==> config.mk <==
export PLATFORM = sky130hd
export DESIGN_NAME = keypad_scanner
export DESIGN_NICKNAME = d
export VERILOG_FILES = /design/src/rtl/keypad_pkg.sv /design/src/rtl/keypad_debounce.sv /design/src/rtl/keypad_scanner.sv
export SDC_FILE = /design/constraint.sdc
export NUM_CORES = 1
export LEC_CHECK = 0
export CAP_MARGIN = 30
export CORE_MARGIN = 10
export CORE_UTILIZATION = 42
export DETAILED_ROUTE_END_ITERATION = 8
export PLACE_DENSITY = 0.57
export REMOVE_ABC_BUFFERS = 1
export SYNTH_ARGS = -nofsm -noshare
export SYNTH_HDL_FRONTEND = slang
export SYNTH_SLANG_ARGS = --single-unit
export TNS_END_PERCENT = 10
==> constraint.sdc <==
create_clock -name clk -period 7.3 [get_ports clk]
set_input_delay 1.46 -clock clk [delete_from_list [all_inputs] [get_ports clk]]
set_output_delay 1.46 -clock clk [all_outputs]
set_load 0.02 [all_outputs]
==> src/rtl/keypad_pkg.sv <==
// Shared types and elaboration helpers for the matrix keypad scanner.
package keypad_pkg;

  typedef enum logic [1:0] {
    ST_IDLE     = 2'd0,
    ST_DEBOUNCE = 2'd1,
    ST_PRESSED  = 2'd2
  } kp_state_e;

  function automatic int code_w(input int rows, input int cols);
    return (rows * cols > 1) ? $clog2(rows * cols) : 1;
  endfunction

  // Width of a counter that must hold values 0..max_val.
  function automatic int cnt_w(input int max_val);
    return (max_val > 0) ? $clog2(max_val + 1) : 1;
  endfunction

  function automatic bit params_ok(input int rows, input int cols, input int scan_div,
                                   input int deb, input int rdel, input int rper);
    return (rows >= 2) && (rows <= 8) && (cols >= 2) && (cols <= 8) &&
           (scan_div >= 2) && (deb >= 1) && (rdel >= 1) && (rper >= 1);
  endfunction

endpackage

==> src/rtl/keypad_debounce.sv <==
// Frame-level press/release debouncer; auto-repeat is built in when KEYPAD_REPEAT_EN is defined.
module keypad_debounce
  import keypad_pkg::*;
#(
  parameter int KW              = 4,
  parameter int DEBOUNCE_FRAMES = 3
`ifdef KEYPAD_REPEAT_EN
  ,
  parameter int REPEAT_DELAY    = 30,
  parameter int REPEAT_PERIOD   = 8
`endif
) (
  input  logic          clk,
  input  logic          rst_n,
  input  logic          frame_done,
  input  logic          hit,
  input  logic [KW-1:0] code,
  output logic [KW-1:0] key_code,
  output logic          key_valid,
  output logic          key_repeat,
  output logic          key_held,
  output logic          key_release
);

  localparam int CW = cnt_w(DEBOUNCE_FRAMES);
  localparam logic [CW-1:0] DF_C = CW'(DEBOUNCE_FRAMES);

  kp_state_e     state, state_n;
  logic [KW-1:0] cand, cand_n, code_n;
  logic [CW-1:0] cnt, cnt_n, rcnt, rcnt_n;
  logic          valid_n, held_n, release_n, repeat_n;

`ifdef KEYPAD_REPEAT_EN
  localparam int RMAX = (REPEAT_DELAY > REPEAT_PERIOD) ? REPEAT_DELAY : REPEAT_PERIOD;
  localparam int RW   = cnt_w(RMAX);
  localparam logic [RW-1:0] RD_C = RW'(REPEAT_DELAY);
  localparam logic [RW-1:0] RP_C = RW'(REPEAT_PERIOD);

  logic [RW-1:0] rep, rep_n;
  logic          armed, armed_n;

  always_ff @(posedge clk or negedge rst_n) begin
    if (!rst_n) begin
      rep   <= '0;
      armed <= 1'b0;
    end else begin
      rep   <= rep_n;
      armed <= armed_n;
    end
  end
`endif

  always_ff @(posedge clk or negedge rst_n) begin
    if (!rst_n) begin
      state       <= ST_IDLE;
      cand        <= '0;
      cnt         <= '0;
      rcnt        <= '0;
      key_code    <= '0;
      key_valid   <= 1'b0;
      key_repeat  <= 1'b0;
      key_held    <= 1'b0;
      key_release <= 1'b0;
    end else begin
      state       <= state_n;
      cand        <= cand_n;
      cnt         <= cnt_n;
      rcnt        <= rcnt_n;
      key_code    <= code_n;
      key_valid   <= valid_n;
      key_repeat  <= repeat_n;
      key_held    <= held_n;
      key_release <= release_n;
    end
  end

  always_comb begin
    state_n   = state;
    cand_n    = cand;
    cnt_n     = cnt;
    rcnt_n    = rcnt;
    code_n    = key_code;
    held_n    = key_held;
    valid_n   = 1'b0;
    repeat_n  = 1'b0;
    release_n = 1'b0;
`ifdef KEYPAD_REPEAT_EN
    rep_n     = rep;
    armed_n   = armed;
`endif
    if (frame_done) begin
      unique case (state)
        ST_IDLE: begin
          if (hit) begin
            cand_n = code;
            cnt_n  = CW'(1);
            if (DF_C == CW'(1)) begin
              state_n = ST_PRESSED;
              valid_n = 1'b1;
              held_n  = 1'b1;
              code_n  = code;
              rcnt_n  = '0;
`ifdef KEYPAD_REPEAT_EN
              rep_n   = '0;
              armed_n = 1'b0;
`endif
            end else begin
              state_n = ST_DEBOUNCE;
            end
          end
        end
        ST_DEBOUNCE: begin
          if (hit && code == cand) begin
            if (cnt + 1'b1 == DF_C) begin
              state_n = ST_PRESSED;
              valid_n = 1'b1;
              held_n  = 1'b1;
              code_n  = cand;
              rcnt_n  = '0;
`ifdef KEYPAD_REPEAT_EN
              rep_n   = '0;
              armed_n = 1'b0;
`endif
            end else begin
              cnt_n = cnt + 1'b1;
            end
          end else if (hit) begin
            cand_n = code;
            cnt_n  = CW'(1);
          end else begin
            state_n = ST_IDLE;
            cnt_n   = '0;
          end
        end
        ST_PRESSED: begin
          if (hit && code == key_code) begin
            rcnt_n = '0;
`ifdef KEYPAD_REPEAT_EN
            // First repeat after the long delay, then at the shorter period.
            if (rep + 1'b1 == (armed ? RP_C : RD_C)) begin
              valid_n  = 1'b1;
              repeat_n = 1'b1;
              rep_n    = '0;
              armed_n  = 1'b1;
            end else begin
              rep_n = rep + 1'b1;
            end
`endif
          end else begin
`ifdef KEYPAD_REPEAT_EN
            rep_n   = '0;
            armed_n = 1'b0;
`endif
            if (rcnt + 1'b1 == DF_C) begin
              state_n   = ST_IDLE;
              release_n = 1'b1;
              held_n    = 1'b0;
              rcnt_n    = '0;
              cnt_n     = '0;
            end else begin
              rcnt_n = rcnt + 1'b1;
            end
          end
        end
        default: state_n = ST_IDLE;
      endcase
    end
  end

endmodule

==> src/rtl/keypad_scanner.sv <==
// Matrix keypad front end: column strobing, row synchronisation, per-frame priority encode.
// Optional auto-repeat is enabled by defining KEYPAD_REPEAT_EN.
module keypad_scanner
  import keypad_pkg::*;
#(
  parameter int ROWS            = 4,
  parameter int COLS            = 4,
  parameter int SCAN_DIV        = 4,
  parameter int DEBOUNCE_FRAMES = 3,
  parameter int REPEAT_DELAY    = 30,
  parameter int REPEAT_PERIOD   = 8,
  localparam int KW             = code_w(ROWS, COLS)
) (
  input  logic            clk,
  input  logic            rst_n,
  input  logic [ROWS-1:0] row,
  output logic [COLS-1:0] col,
  output logic [KW-1:0]   key_code,
  output logic            key_valid,
  output logic            key_repeat,
  output logic            key_held,
  output logic            key_release
);

  localparam int CIW = cnt_w(COLS - 1);
  localparam int DW  = cnt_w(SCAN_DIV - 1);

  if (!params_ok(ROWS, COLS, SCAN_DIV, DEBOUNCE_FRAMES, REPEAT_DELAY, REPEAT_PERIOD)) begin : g_param_check
    $error("keypad_scanner: illegal parameter set");
  end

  logic [ROWS-1:0] row_s1, row_s2;
  logic [CIW-1:0]  col_idx, col_p1, col_p2;
  logic [DW-1:0]   dwell;
  logic            last_dwell, last_col;
  logic            samp_p1, samp_p2, last_p1, last_p2;
  logic            col_hit, merge_hit, acc_hit;
  logic [KW-1:0]   col_code, merge_code, acc_code;
  logic            frame_done, frame_hit;
  logic [KW-1:0]   frame_code;

  // Lowest asserted row in the sampled column wins.
  function automatic logic [KW:0] encode_col(input logic [ROWS-1:0] rows_n,
                                             input logic [CIW-1:0] c);
    logic          h;
    logic [KW-1:0] k;
    h = 1'b0;
    k = '0;
    for (int r = ROWS - 1; r >= 0; r--) begin
      if (!rows_n[r]) begin
        h = 1'b1;
        k = KW'(r * COLS) + KW'(c);
      end
    end
    return {h, k};
  endfunction

  assign last_dwell = (dwell == DW'(SCAN_DIV - 1));
  assign last_col   = (col_idx == CIW'(COLS - 1));
  assign col        = ~(COLS'(1) << col_idx);

  always_ff @(posedge clk or negedge rst_n) begin
    if (!rst_n) begin
      row_s1 <= '1;
      row_s2 <= '1;
    end else begin
      row_s1 <= row;
      row_s2 <= row_s1;
    end
  end

  always_ff @(posedge clk or negedge rst_n) begin
    if (!rst_n) begin
      dwell   <= '0;
      col_idx <= '0;
    end else if (last_dwell) begin
      dwell   <= '0;
      col_idx <= last_col ? '0 : col_idx + 1'b1;
    end else begin
      dwell <= dwell + 1'b1;
    end
  end

  // Stages p1/p2: the sample point travels with the synchroniser so the row
  // value consumed belongs to the column that was driven when it was captured.
  always_ff @(posedge clk or negedge rst_n) begin
    if (!rst_n) begin
      samp_p1 <= 1'b0;
      last_p1 <= 1'b0;
      samp_p2 <= 1'b0;
      last_p2 <= 1'b0;
    end else begin
      samp_p1 <= last_dwell;
      last_p1 <= last_dwell && last_col;
      samp_p2 <= samp_p1;
      last_p2 <= last_p1;
    end
  end

  always_ff @(posedge clk) begin
    col_p1 <= col_idx;
    col_p2 <= col_p1;
  end

  assign {col_hit, col_code} = encode_col(row_s2, col_p2);
  assign merge_hit  = acc_hit | col_hit;
  assign merge_code = (acc_hit && (!col_hit || acc_code <= col_code)) ? acc_code : col_code;

  // Frame accumulation: result latched and frame_done strobed after the last column.
  always_ff @(posedge clk or negedge rst_n) begin
    if (!rst_n) begin
      acc_hit    <= 1'b0;
      frame_hit  <= 1'b0;
      frame_done <= 1'b0;
    end else begin
      frame_done <= 1'b0;
      if (samp_p2) begin
        if (last_p2) begin
          frame_done <= 1'b1;
          frame_hit  <= merge_hit;
          acc_hit    <= 1'b0;
        end else begin
          acc_hit <= merge_hit;
        end
      end
    end
  end

  always_ff @(posedge clk) begin
    if (samp_p2) begin
      if (last_p2) frame_code <= merge_code;
      else         acc_code   <= merge_code;
    end
  end

  keypad_debounce #(
    .KW              (KW),
    .DEBOUNCE_FRAMES (DEBOUNCE_FRAMES)
`ifdef KEYPAD_REPEAT_EN
    ,
    .REPEAT_DELAY    (REPEAT_DELAY),
    .REPEAT_PERIOD   (REPEAT_PERIOD)
`endif
  ) u_debounce (
    .clk         (clk),
    .rst_n       (rst_n),
    .frame_done  (frame_done),
    .hit         (frame_hit),
    .code        (frame_code),
    .key_code    (key_code),
    .key_valid   (key_valid),
    .key_repeat  (key_repeat),
    .key_held    (key_held),
    .key_release (key_release)
  );

endmodule

==> flow_summary.ini, run 1 <==
[place]
post-place-cells = 249
buffer_ports.inserted = 16
gp_routability_congestion = 0.823
place_hpwl_um = 2490

[yosys]
synth.largest_area_cell = sky130_fd_sc_hd__dfrtp_1
main_combinational_cell_family_by_area_after_synthesis = simple AND/OR/NAND/NOR gates
postSynthRegisterBits = 48
synth_top_cells_by_area = sky130_fd_sc_hd__dfrtp_1 (34%), sky130_fd_sc_hd__edfxtp_1 (12%), sky130_fd_sc_hd__dfstp_2 (10%)
synth_xor_xnor_area_share_pct = 3.38
synthesized_area_fraction_occupied_by_adder_cells_pct = 8.44
netlist.area_leader.share_pct = 33.8
synthArstFlopShare_pct = 75.0
synthMuxAreaShare_pct = 8.38
post_synth.cell_area_avg_um2 = 12.4
synth_enable_flop_cells = 8
postSynth.topFlopCell = sky130_fd_sc_hd__dfrtp_1
post_synth_and_or_nand_nor_area_fraction_pct = 10.1
synth_compound_gate_area_share_pct = 6.39
synth-seq-area-share_pct = 59.3
netlist_area_um2 = 2070
netlist_instances = 167
synth.yosys.warnings = 0
ys_top_cells_by_count = sky130_fd_sc_hd__dfrtp_1 (28), sky130_fd_sc_hd__inv_1 (18), sky130_fd_sc_hd__ha_1 (14)
synth.most_common_cell = sky130_fd_sc_hd__dfrtp_1
synth_cell_type_count = 35

[clock_network]
cts_tree = yes
ctsHtreeMaxLevel = 2
holdBufCountCts = 0
numCtsBuffers = 5
worst_setup_hold_path_clk_slew_ps = 80
clockRootBuffer = sky130_fd_sc_hd__clkbuf_8
cts.sinks = 48
cts_resizes = 0
cts_setup_buffers = 0
cts_buffer_depth = 2
clock_insertion_delay_worst_skew_ps = 300

[worst_setup_path]
crit_path_frequent_cell = sky130_fd_sc_hd__inv_1
worstPathCellList = inv_1, ha_1, inv_1, clkdlybuf4s50_1
cp.buffers_inverters = 3
crit_type = reg2out
cpLargestDelayFamily = buffers and inverters
critPathLaunchType = register
critical_path_required_ps = 5840
crit_path_top_delay_cell = sky130_fd_sc_hd__clkdlybuf4s50_1
worstPathArrival_ps = 1670
critical_path_peak_fanout = 4
worst_path_largest_cell_delay_ps = 610
endpoint_kind = primary output

[global_route]
grt_start_max_net_pins = 37
grt_antenna_before_repair = 0
first_global_vias = 1285
grt_use_total_pct = 8.74
grt_overflow = 0
grt_pass1_wl_um = 5860

[sta]
final_max_slew_viol_count = 0
setup-tns-final_ps = 0
finalHoldViolations = 0
layout_worst_path_cycle_share_pct = 42.9
worst_hold_slack_ps = 330
timing.max_slew.rel_slack_pct = 55.1
clock-skew-final_ps = 11.9
timing.final.setup_violations = 0
fmaxAchievable_ghz = 0.320
timing_worst_slew_pin_value_ps = 669
grt_setup_unrepaired = no
fin_crit_ps = 3130

[die]
width_of_the_die_um = 90.3
row_count = 25
dieArea_um2 = 8150
boundaryPins = 18
dieHeight_um = 90.3
core_area_um2 = 4750
initial_utilization_pct = 43.6

[drt]
drc = 0
iter_0_drt_violations = 85
drt_pass1_iterations = 4
detailroute.via_count = 1212
via_per_inst = 4.72
totalWireLength_um = 3350
wl_per_cell_um = 13.1
detail-route-antenna-nets = 0

[finish]
nNetsFinal = 209
drive_gt1_share_pct = 16.8
multi_input_comb_area_um2 = 764
regArea_um2 = 1230
layout.filler_cells = 420
diodes = 0
synthToLayoutAreaGrowth_pct = 17.4
instances_no_fill = 257

[outcome]
status = finished, final reports clean

[job]
max_cap_viol_count = 0

[min_path]
timing.hold.worst.class = reg2reg

[power]
power.ir.vdd_worst_v = 0.000148
cellPowerDensity_nw_per_um2 = 206
static-leakage-power_nw = 1.06
## power by group
part	switching [mW]	internal [mW]
logic	0.0111	0.00898
clock network	0.0888	0.112
registers	0.00311	0.278
total	0.103	0.399
## cell usage in the layout (no fill, tap or decap), drive strengths merged, types with 2 or more instances in the layout
master	instances
mux2i	5
nand3	6
dfstp	8
nor2	8
ha	14
mux2	11
dfrtp	28
dfxtp	4
inv	18
xor2	4
o21ai	9
and2	5
clkdlybuf4s50	16
nand2	11
a21oi	4
clkbuf	6
nor2b	3
xnor2	4
nand4	2
edfxtp	8
## cells by family after synthesis
group           after synthesis
xor+xnor                      8
simple gates                 39
other cells                   1
flops                        48
buf+inv                      20
mux                          16
fa+ha+maj                    14
compound gates               21
## through the flow
stage / setup slack (ps) / power, mW / util [%] / area [um2]
global route: 4050 / 0.524 / 51.2 / 2440
floorplan: 4940 / 0.297 / - / 2060
finish: 4170 / 0.502 / 51.2 / 2440
detailed placement: 4480 / 0.307 / 48.7 / 2310
global placement: 4550 / 0.306 / 48.7 / 2310
CTS: 4140 / 0.509 / 51.2 / 2440
## final timing paths
| check | startpoint | endpoint | slack [ps] | depth (start not counted) |
|---|---|---|---|---|
| hold / removal | col_p1[1] | col_p2[1] | 330 | 0 |
| setup reg to reg | row_s2[2] | acc_code[0] | 4670 | 8 |
| min in group asynchronous | rst_n | u_debounce.state[1] | 1570 | 2 |
| setup / recovery | col_idx[0] | col[0] | 4170 | 4 |
| hold reg to reg | col_p1[1] | col_p2[1] | 330 | 0 |
| max in group asynchronous | rst_n | row_s1[0] | 5380 | 2 |
## state kept, by name (all words and copies together) (netlist names), 2 cells and up
name	count
col_idx	2
u_debounce.cand	4
row_s2	4
u_debounce.key_code	4
frame_code	4
col_p1	2
acc_code	4
dwell	2
u_debounce.state	2
u_debounce.cnt	2
u_debounce.rcnt	2
row_s1	4
col_p2	2
## cell type report
| class | count | share of cell area (%) |
|---|---|---|
| clock buffer | 6 | 3.39 |
| multi-input combinational | 99 | 31.4 |
| sequential | 48 | 50.5 |
| tap | 67 | 3.44 |
| clock inverter | 2 | 1.59 |
| timing repair buffer | 17 | 6.88 |
| inverter | 18 | 2.77 |
## metal layers
layer	GRT usage, %	routed length (um)	vias to the layer above	share of wire, %
met5	0	0	-	0
met4	4.77	91	0	2.7
met3	3.57	188	8	5.6
met2	14.6	1650	24	49
met1	9.14	1430	577	42
li1	-	-	603	-
(Power assumes the default switching activity.)
==> inputs of run 2 (changes only) <==
--- a/config.mk
+++ b/config.mk
@@ -9,7 +9,7 @@
 export CORE_MARGIN = 10
 export CORE_UTILIZATION = 42
 export DETAILED_ROUTE_END_ITERATION = 8
-export PLACE_DENSITY = 0.57
+export PLACE_DENSITY = 0.59
 export REMOVE_ABC_BUFFERS = 1
 export SYNTH_ARGS = -nofsm -noshare
 export SYNTH_HDL_FRONTEND = slang
==> constraint.sdc (replaced) <==
create_clock -name clk -period 2.8 [get_ports clk]
set_input_delay 0.56 -clock clk [delete_from_list [all_inputs] [get_ports clk]]
set_output_delay 0.56 -clock clk [all_outputs]
set_load 0.02 [all_outputs]
==> run 2 against run 1 <==
Compared with the run above: wire length grew 3.3%; sequential power grew to 2.6 times the previous value; flip-flop and latch count is the same; first-iteration DRC count shrank 35%; cell area is the same; count of clock-buffer cells in the layout grew 2; via count grew 2.1%; combinational power grew to 2.6 times the previous value.
==> flow_summary.ini, run 2 (synthesis results as in run 1) <==
[sta]
worst_hold_slack_ps = 331
timing_worst_slew_pin_value_ps = 636
grt_setup_unrepaired = no
setup-tns-final_ps = 0
layout_worst_path_cycle_share_pct = 91.7
final_max_slew_viol_count = 0
finalHoldViolations = 0
clock-skew-final_ps = 9.19
fmaxAchievable_ghz = 0.390
timing.max_slew.rel_slack_pct = 57.3
timing.final.setup_violations = 0
fin_crit_ps = 2570

[finish]
drive_gt1_share_pct = 16.8
nNetsFinal = 209
final_core_utilization_pct = 51.2
most-common-layout-cells = sky130_fd_sc_hd__dfrtp_1 (28), sky130_fd_sc_hd__inv_1 (18), sky130_fd_sc_hd__clkdlybuf4s50_1 (16), sky130_fd_sc_hd__ha_1 (14)
layout.cells.most_common = sky130_fd_sc_hd__dfrtp_1
diodes = 0
post-route-cell-area_um2 = 2440
synthToLayoutAreaGrowth_pct = 17.4

[min_path]
min_delay_worst_endpoint = col_p2[0]
timing.hold.worst.class = reg2reg
whs_path_depth = 0
worst_hold_startpoint = col_p1[0]

[clock_network]
cts.sinks = 48
ctsHtreeMaxLevel = 2
cts_buffer_depth = 2
cts_setup_buffers = 0
cts_resizes = 0
clock_insertion_delay_worst_skew_ps = 300
numCtsBuffers = 5
clockRootBuffer = sky130_fd_sc_hd__clkbuf_8
worst_setup_hold_path_clk_slew_ps = 80
cts_tree = yes
holdBufCountCts = 0

[worst_setup_path]
critical_path_peak_fanout = 6
crit_type = reg2reg
worst-r2r-cell-count = 8
endpoint_kind = register
crit_path_top_delay_cell = sky130_fd_sc_hd__dfstp_2
critical_path.reg2reg.endpoint = frame_code[0]
r2r_setup_slk_ps = 230
worstPathCellList = nand4_1, nand2_1, ha_1, nor2b_1, o21a_1, o2111ai_1, and3_1, mux2_2
cpLargestDelayFamily = simple AND/OR/NAND/NOR gates
critPathLaunchType = register
critical_path_required_ps = 2850
worstPathArrival_ps = 2610
worst_r2r_startpoint = row_s2[2]
cp.buffers_inverters = 0
worst_path_largest_cell_delay_ps = 550

[power]
fin_total_pwr_mw = 1.29
switching_power_mw = 0.259
power_frac_clock_pct = 38.9
static-leakage-power_nw = 1.06
switching_share_pct = 20.1
seq_power_share_pct = 57.0
cellPowerDensity_nw_per_um2 = 528
power_frac_comb_pct = 4.1
cell_internal_pwr_mw = 1.03
power.ir.vdd_worst_v = 0.000329

[outcome]
status = finished, final reports clean

[global_route]
globalRouteMet1Util_pct = 10.8
grt_use_total_pct = 9.35
first_global_vias = 1325
busiest_layer = met2
grt_pass1_wl_um = 6290
met3_usage_pct = 3.41
grt_overflow = 0
grt.met2_usage_pct = 15.2
grt_start_max_net_pins = 37
grt_antenna_before_repair = 0

[drt]
detailroute.via_count = 1238
totalWireLength_um = 3470
via_per_inst = 4.82
drc = 0
drt_pass1_iterations = 4
iter_0_drt_violations = 55
detail-route-antenna-nets = 0
wl_per_cell_um = 13.5

[place]
gp_routability_congestion = 0.834
buffer_ports.inserted = 16
placed_area_um2 = 2310
place_hpwl_um = 2580

[die]
row_count = 25
core_area_um2 = 4750
width_of_the_die_um = 90.3
dieHeight_um = 90.3
initial_utilization_pct = 43.6
boundaryPins = 18
dieArea_um2 = 8150

[job]
max_cap_viol_count = 0
run 2: changes by cell type in the layout (fill, tap and decap cells not counted), sizes merged:
cell    before  now
bufinv       1    0
clkbuf       6    8
clkinv       1    0
run 2: worst max-delay path by stage:
stage	from	to	depth (start not counted)	slack, ps
floorplan	row_s2[2]	acc_code[0]	8	440
global placement	row_s2[2]	frame_code[0]	8	360
detailed placement	row_s2[2]	frame_code[0]	8	270
CTS	row_s2[2]	frame_code[0]	8	250
global route	row_s2[1]	frame_code[0]	8	80
finish	row_s2[2]	frame_code[0]	8	230
run 2: per-stage QoR:
step | instances | setup slack, ps
global route | 257 | 81.0
finish | 257 | 233
CTS | 257 | 246
detailed placement | 249 | 271
floorplan | 165 | 442
global placement | 249 | 362
run 2: final cells by class:
| type | instances | area [um2] |
|---|---|---|
| clock buffers | 8 | 121 |
| repair buffers | 17 | 168 |
| well taps | 67 | 83.8 |
| fillers | 439 | 2320 |
| inverters | 18 | 67.6 |
| flip-flops and latches | 48 | 1230 |
| multi-input cells | 99 | 764 |
run 2: metal layers:
layer	vias to the layer above	part of all wire, %
met5	-	0
met4	0	2.1
met3	8	4.6
met2	26	50
met1	597	43
li1	607	-
run 2: worst reg2reg max path, stage by stage, from the launching register on:
cell and delay, ps:
sky130_fd_sc_hd__dfstp_2 550, sky130_fd_sc_hd__nand4_1 210, sky130_fd_sc_hd__nand2_1 180, sky130_fd_sc_hd__ha_1 260, sky130_fd_sc_hd__nor2b_1 140, sky130_fd_sc_hd__o21a_1 160
sky130_fd_sc_hd__o2111ai_1 150, sky130_fd_sc_hd__and3_1 310, sky130_fd_sc_hd__mux2_2 370
run 2: power groups by stage:
stage	Sequential, mW	Clock [mW]	Combinational (mW)
after floorplan	0.746	0	0.0292
after global placement	0.747	0	0.0505
after detailed placement	0.748	0	0.0533
after CTS	0.734	0.514	0.0536
after global routing	0.736	0.544	0.0594
final	0.734	0.501	0.0521
==> inputs of run 3 (changes only) <==
--- a/config.mk
+++ b/config.mk
@@ -13,5 +13,6 @@
 export REMOVE_ABC_BUFFERS = 1
 export SYNTH_ARGS = -nofsm -noshare
 export SYNTH_HDL_FRONTEND = slang
+export SYNTH_HIERARCHICAL = 1
 export SYNTH_SLANG_ARGS = --single-unit
 export TNS_END_PERCENT = 10
==> run 3 against run 2 <==
Compared with the run above: utilization up 0.37 points; count of clock-buffer cells in the layout down 3; final cell count down 0.39%; synthesized cell count down 0.60%; clock skew up 3.8 ps; register-to-register slack better by 390 ps; total power down 0.34%; critical endpoint is now col[2]; largest cell class unchanged.
==> flow_summary.ini, run 3 <==
[drt]
totalWireLength_um = 3630
iter_0_drt_violations = 74
detail-route-antenna-nets = 0
detailroute.via_count = 1224
drc = 0
via_per_inst = 4.78
wl_per_cell_um = 14.2
drt_pass1_iterations = 7

[sta]
timing.max_slew.rel_slack_pct = 58.4
layout_worst_path_cycle_share_pct = 79.2
finalHoldViolations = 0
fin_crit_ps = 2220
worst_hold_slack_ps = 333
fmaxAchievable_ghz = 0.451
final_max_slew_viol_count = 0
setup-tns-final_ps = 0
grt_setup_unrepaired = no
timing_worst_slew_pin_value_ps = 620
clock-skew-final_ps = 13.0
timing.final.setup_violations = 0

[worst_setup_path]
critical_path_required_ps = 2240
r2r_setup_slk_ps = 620
endpoint_kind = primary output
worstPathArrival_ps = 1660
critPathLaunchType = register
critical_path_peak_fanout = 4
worstPathCellList = inv_1, ha_1, inv_1, clkdlybuf4s50_1
cp.buffers_inverters = 3
crit_type = reg2out
cpLargestDelayFamily = buffers and inverters
crit_path_top_delay_cell = sky130_fd_sc_hd__clkdlybuf4s50_1
crit_path_frequent_cell = sky130_fd_sc_hd__inv_1
worst_path_largest_cell_delay_ps = 600

[power]
seq_power_share_pct = 57.3
switching_power_mw = 0.267
power_frac_comb_pct = 4.4
static-leakage-power_nw = 1.09
power_frac_clock_pct = 38.3
cell_internal_pwr_mw = 1.02
cellPowerDensity_nw_per_um2 = 516
switching_share_pct = 20.8
power.ir.vdd_worst_v = 0.000290

[outcome]
status = finished, final reports clean

[clock_network]
worst_setup_hold_path_clk_slew_ps = 80
cts_buffer_depth = 2
cts_setup_buffers = 0
ctsHtreeMaxLevel = 2
numCtsBuffers = 5
cts.sinks = 48
cts_resizes = 0
cts_tree = yes
clockRootBuffer = sky130_fd_sc_hd__clkbuf_8
holdBufCountCts = 0
clock_insertion_delay_worst_skew_ps = 300

[global_route]
grt_pass1_wl_um = 6500
grt_start_max_net_pins = 37
grt_use_total_pct = 9.45
first_global_vias = 1402
grt_overflow = 0
grt_antenna_before_repair = 0

[yosys]
postSynthRegisterBits = 48
postSynth.topFlopCell = sky130_fd_sc_hd__dfrtp_1
synth_top_cells_by_area = sky130_fd_sc_hd__dfrtp_1 (33%), sky130_fd_sc_hd__edfxtp_1 (11%), sky130_fd_sc_hd__dfstp_2 (9.8%)
netlist.area_leader.share_pct = 32.8
synthArstFlopShare_pct = 75.0
ys_top_cells_by_count = sky130_fd_sc_hd__dfrtp_1 (28), sky130_fd_sc_hd__inv_1 (18), sky130_fd_sc_hd__ha_1 (15)
netlist_area_um2 = 2130
netlist_instances = 166
synth_cell_type_count = 43
synth.yosys.warnings = 6
post_synth.cell_area_avg_um2 = 12.9
synth.most_common_cell = sky130_fd_sc_hd__dfrtp_1
synth_enable_flop_cells = 8
synth-seq-area-share_pct = 57.7
synth.largest_area_cell = sky130_fd_sc_hd__dfrtp_1

[min_path]
timing.hold.worst.class = reg2reg

[die]
row_count = 25
width_of_the_die_um = 91.3
boundaryPins = 18
dieHeight_um = 91.3
initial_utilization_pct = 44.3
dieArea_um2 = 8330
core_area_um2 = 4820

[finish]
layout.cells.most_common = sky130_fd_sc_hd__dfrtp_1
diodes = 0
post-route-cell-area_um2 = 2490
synthToLayoutAreaGrowth_pct = 16.5
nNetsFinal = 209
layout.filler_cells = 448
drive_gt1_share_pct = 20.1
most-common-layout-cells = sky130_fd_sc_hd__dfrtp_1 (28), sky130_fd_sc_hd__inv_1 (18), sky130_fd_sc_hd__clkdlybuf4s50_1 (16), sky130_fd_sc_hd__ha_1 (15), sky130_fd_sc_hd__mux2_2 (10)
instances_no_fill = 256

[place]
buffer_ports.inserted = 16
post-place-cells = 248
place_hpwl_um = 2670
placed_area_um2 = 2370
gp_routability_congestion = 0.873

[job]
max_cap_viol_count = 0
==> run 3: cell types whose count changed in the layout (fill, tap and decap cells not counted), sizes merged, moves of 2 or more <==
cell and delta:
xor2 +3, nand3 -3, nand2 -2, clkbuf -3, xnor2 -3
==> run 3: stage by stage <==
| step | utilization, % | power (mW) | worst slack (ps) |
|---|---|---|---|
| after floorplan | - | 0.780 | 742 |
| after global placement | 49.3 | 0.804 | 694 |
| after detailed placement | 49.3 | 0.807 | 610 |
| after CTS | 51.6 | 1.30 | 560 |
| after global routing | 51.6 | 1.34 | 480 |
| final | 51.6 | 1.28 | 583 |
==> run 3: worst register-to-register path, delay by kind of cell, from the launching register on <==
kind | cells | cell delay (ps)
multiplexers | 1 | 310
AO/OA/AOI/OAI | 2 | 350
AND/OR/NAND/NOR | 3 | 470
adder cells (fa/ha/maj) | 1 | 270
flip-flops | 1 | 550
==> run 3: cell families after synthesis <==
family | after synthesis | share of synthesized area, %
xor gates and xnor gates | 8 | 3.28
buffers and inverters | 20 | 3.69
AOI/OAI and AO/OA | 23 | 7.97
adders and majority gates | 15 | 8.79
DFF | 48 | 57.7
other | 1 | 0.176
muxes | 15 | 7.85
and+or+nand+nor | 36 | 10.6
==> run 3: layout make-up <==
type                    instances  area [um2]  share of cell area (%)
inverters                      18        67.6                    2.72
flip-flops and latches         48        1230                    49.5
repair buffers                 17         168                    6.74
well taps                      67        83.8                    3.37
clock buffers                   5        68.8                    2.77
clock inverters                 3        42.5                    1.71
multi-input cells              98         825                    33.2
==> run 3: worst paths after layout <==
check,end,cells after the start,from
worst min-delay path,col_p2[0],0,col_p1[0]
min in group asynchronous,u_debounce/key_valid,2,rst_n
worst max-delay path,col[2],4,col_idx[0]
max in group asynchronous,row_s2[0],2,rst_n
worst max register to register,frame_code[0],7,row_s2[0]
worst min register to register,col_p2[0],0,col_p1[0]
==> run 3: power by group through the flow <==
stage	combinational (mW)	sequential, mW	clock [mW]
finish	0.0564	0.735	0.492
floorplan	0.0337	0.747	0
global route	0.0639	0.737	0.542
detailed placement	0.0581	0.749	0
CTS	0.0583	0.735	0.508
global placement	0.0555	0.748	0
==> run 3: layer usage <==
layer / vias up / track usage, % / wire length [um]
met2: 30 / 16.9 / 1850
li1: 606 / - / -
met3: 2 / 4.12 / 238
met5: - / 0 / 0
met1: 586 / 9.66 / 1510
met4: 0 / 3.13 / 25
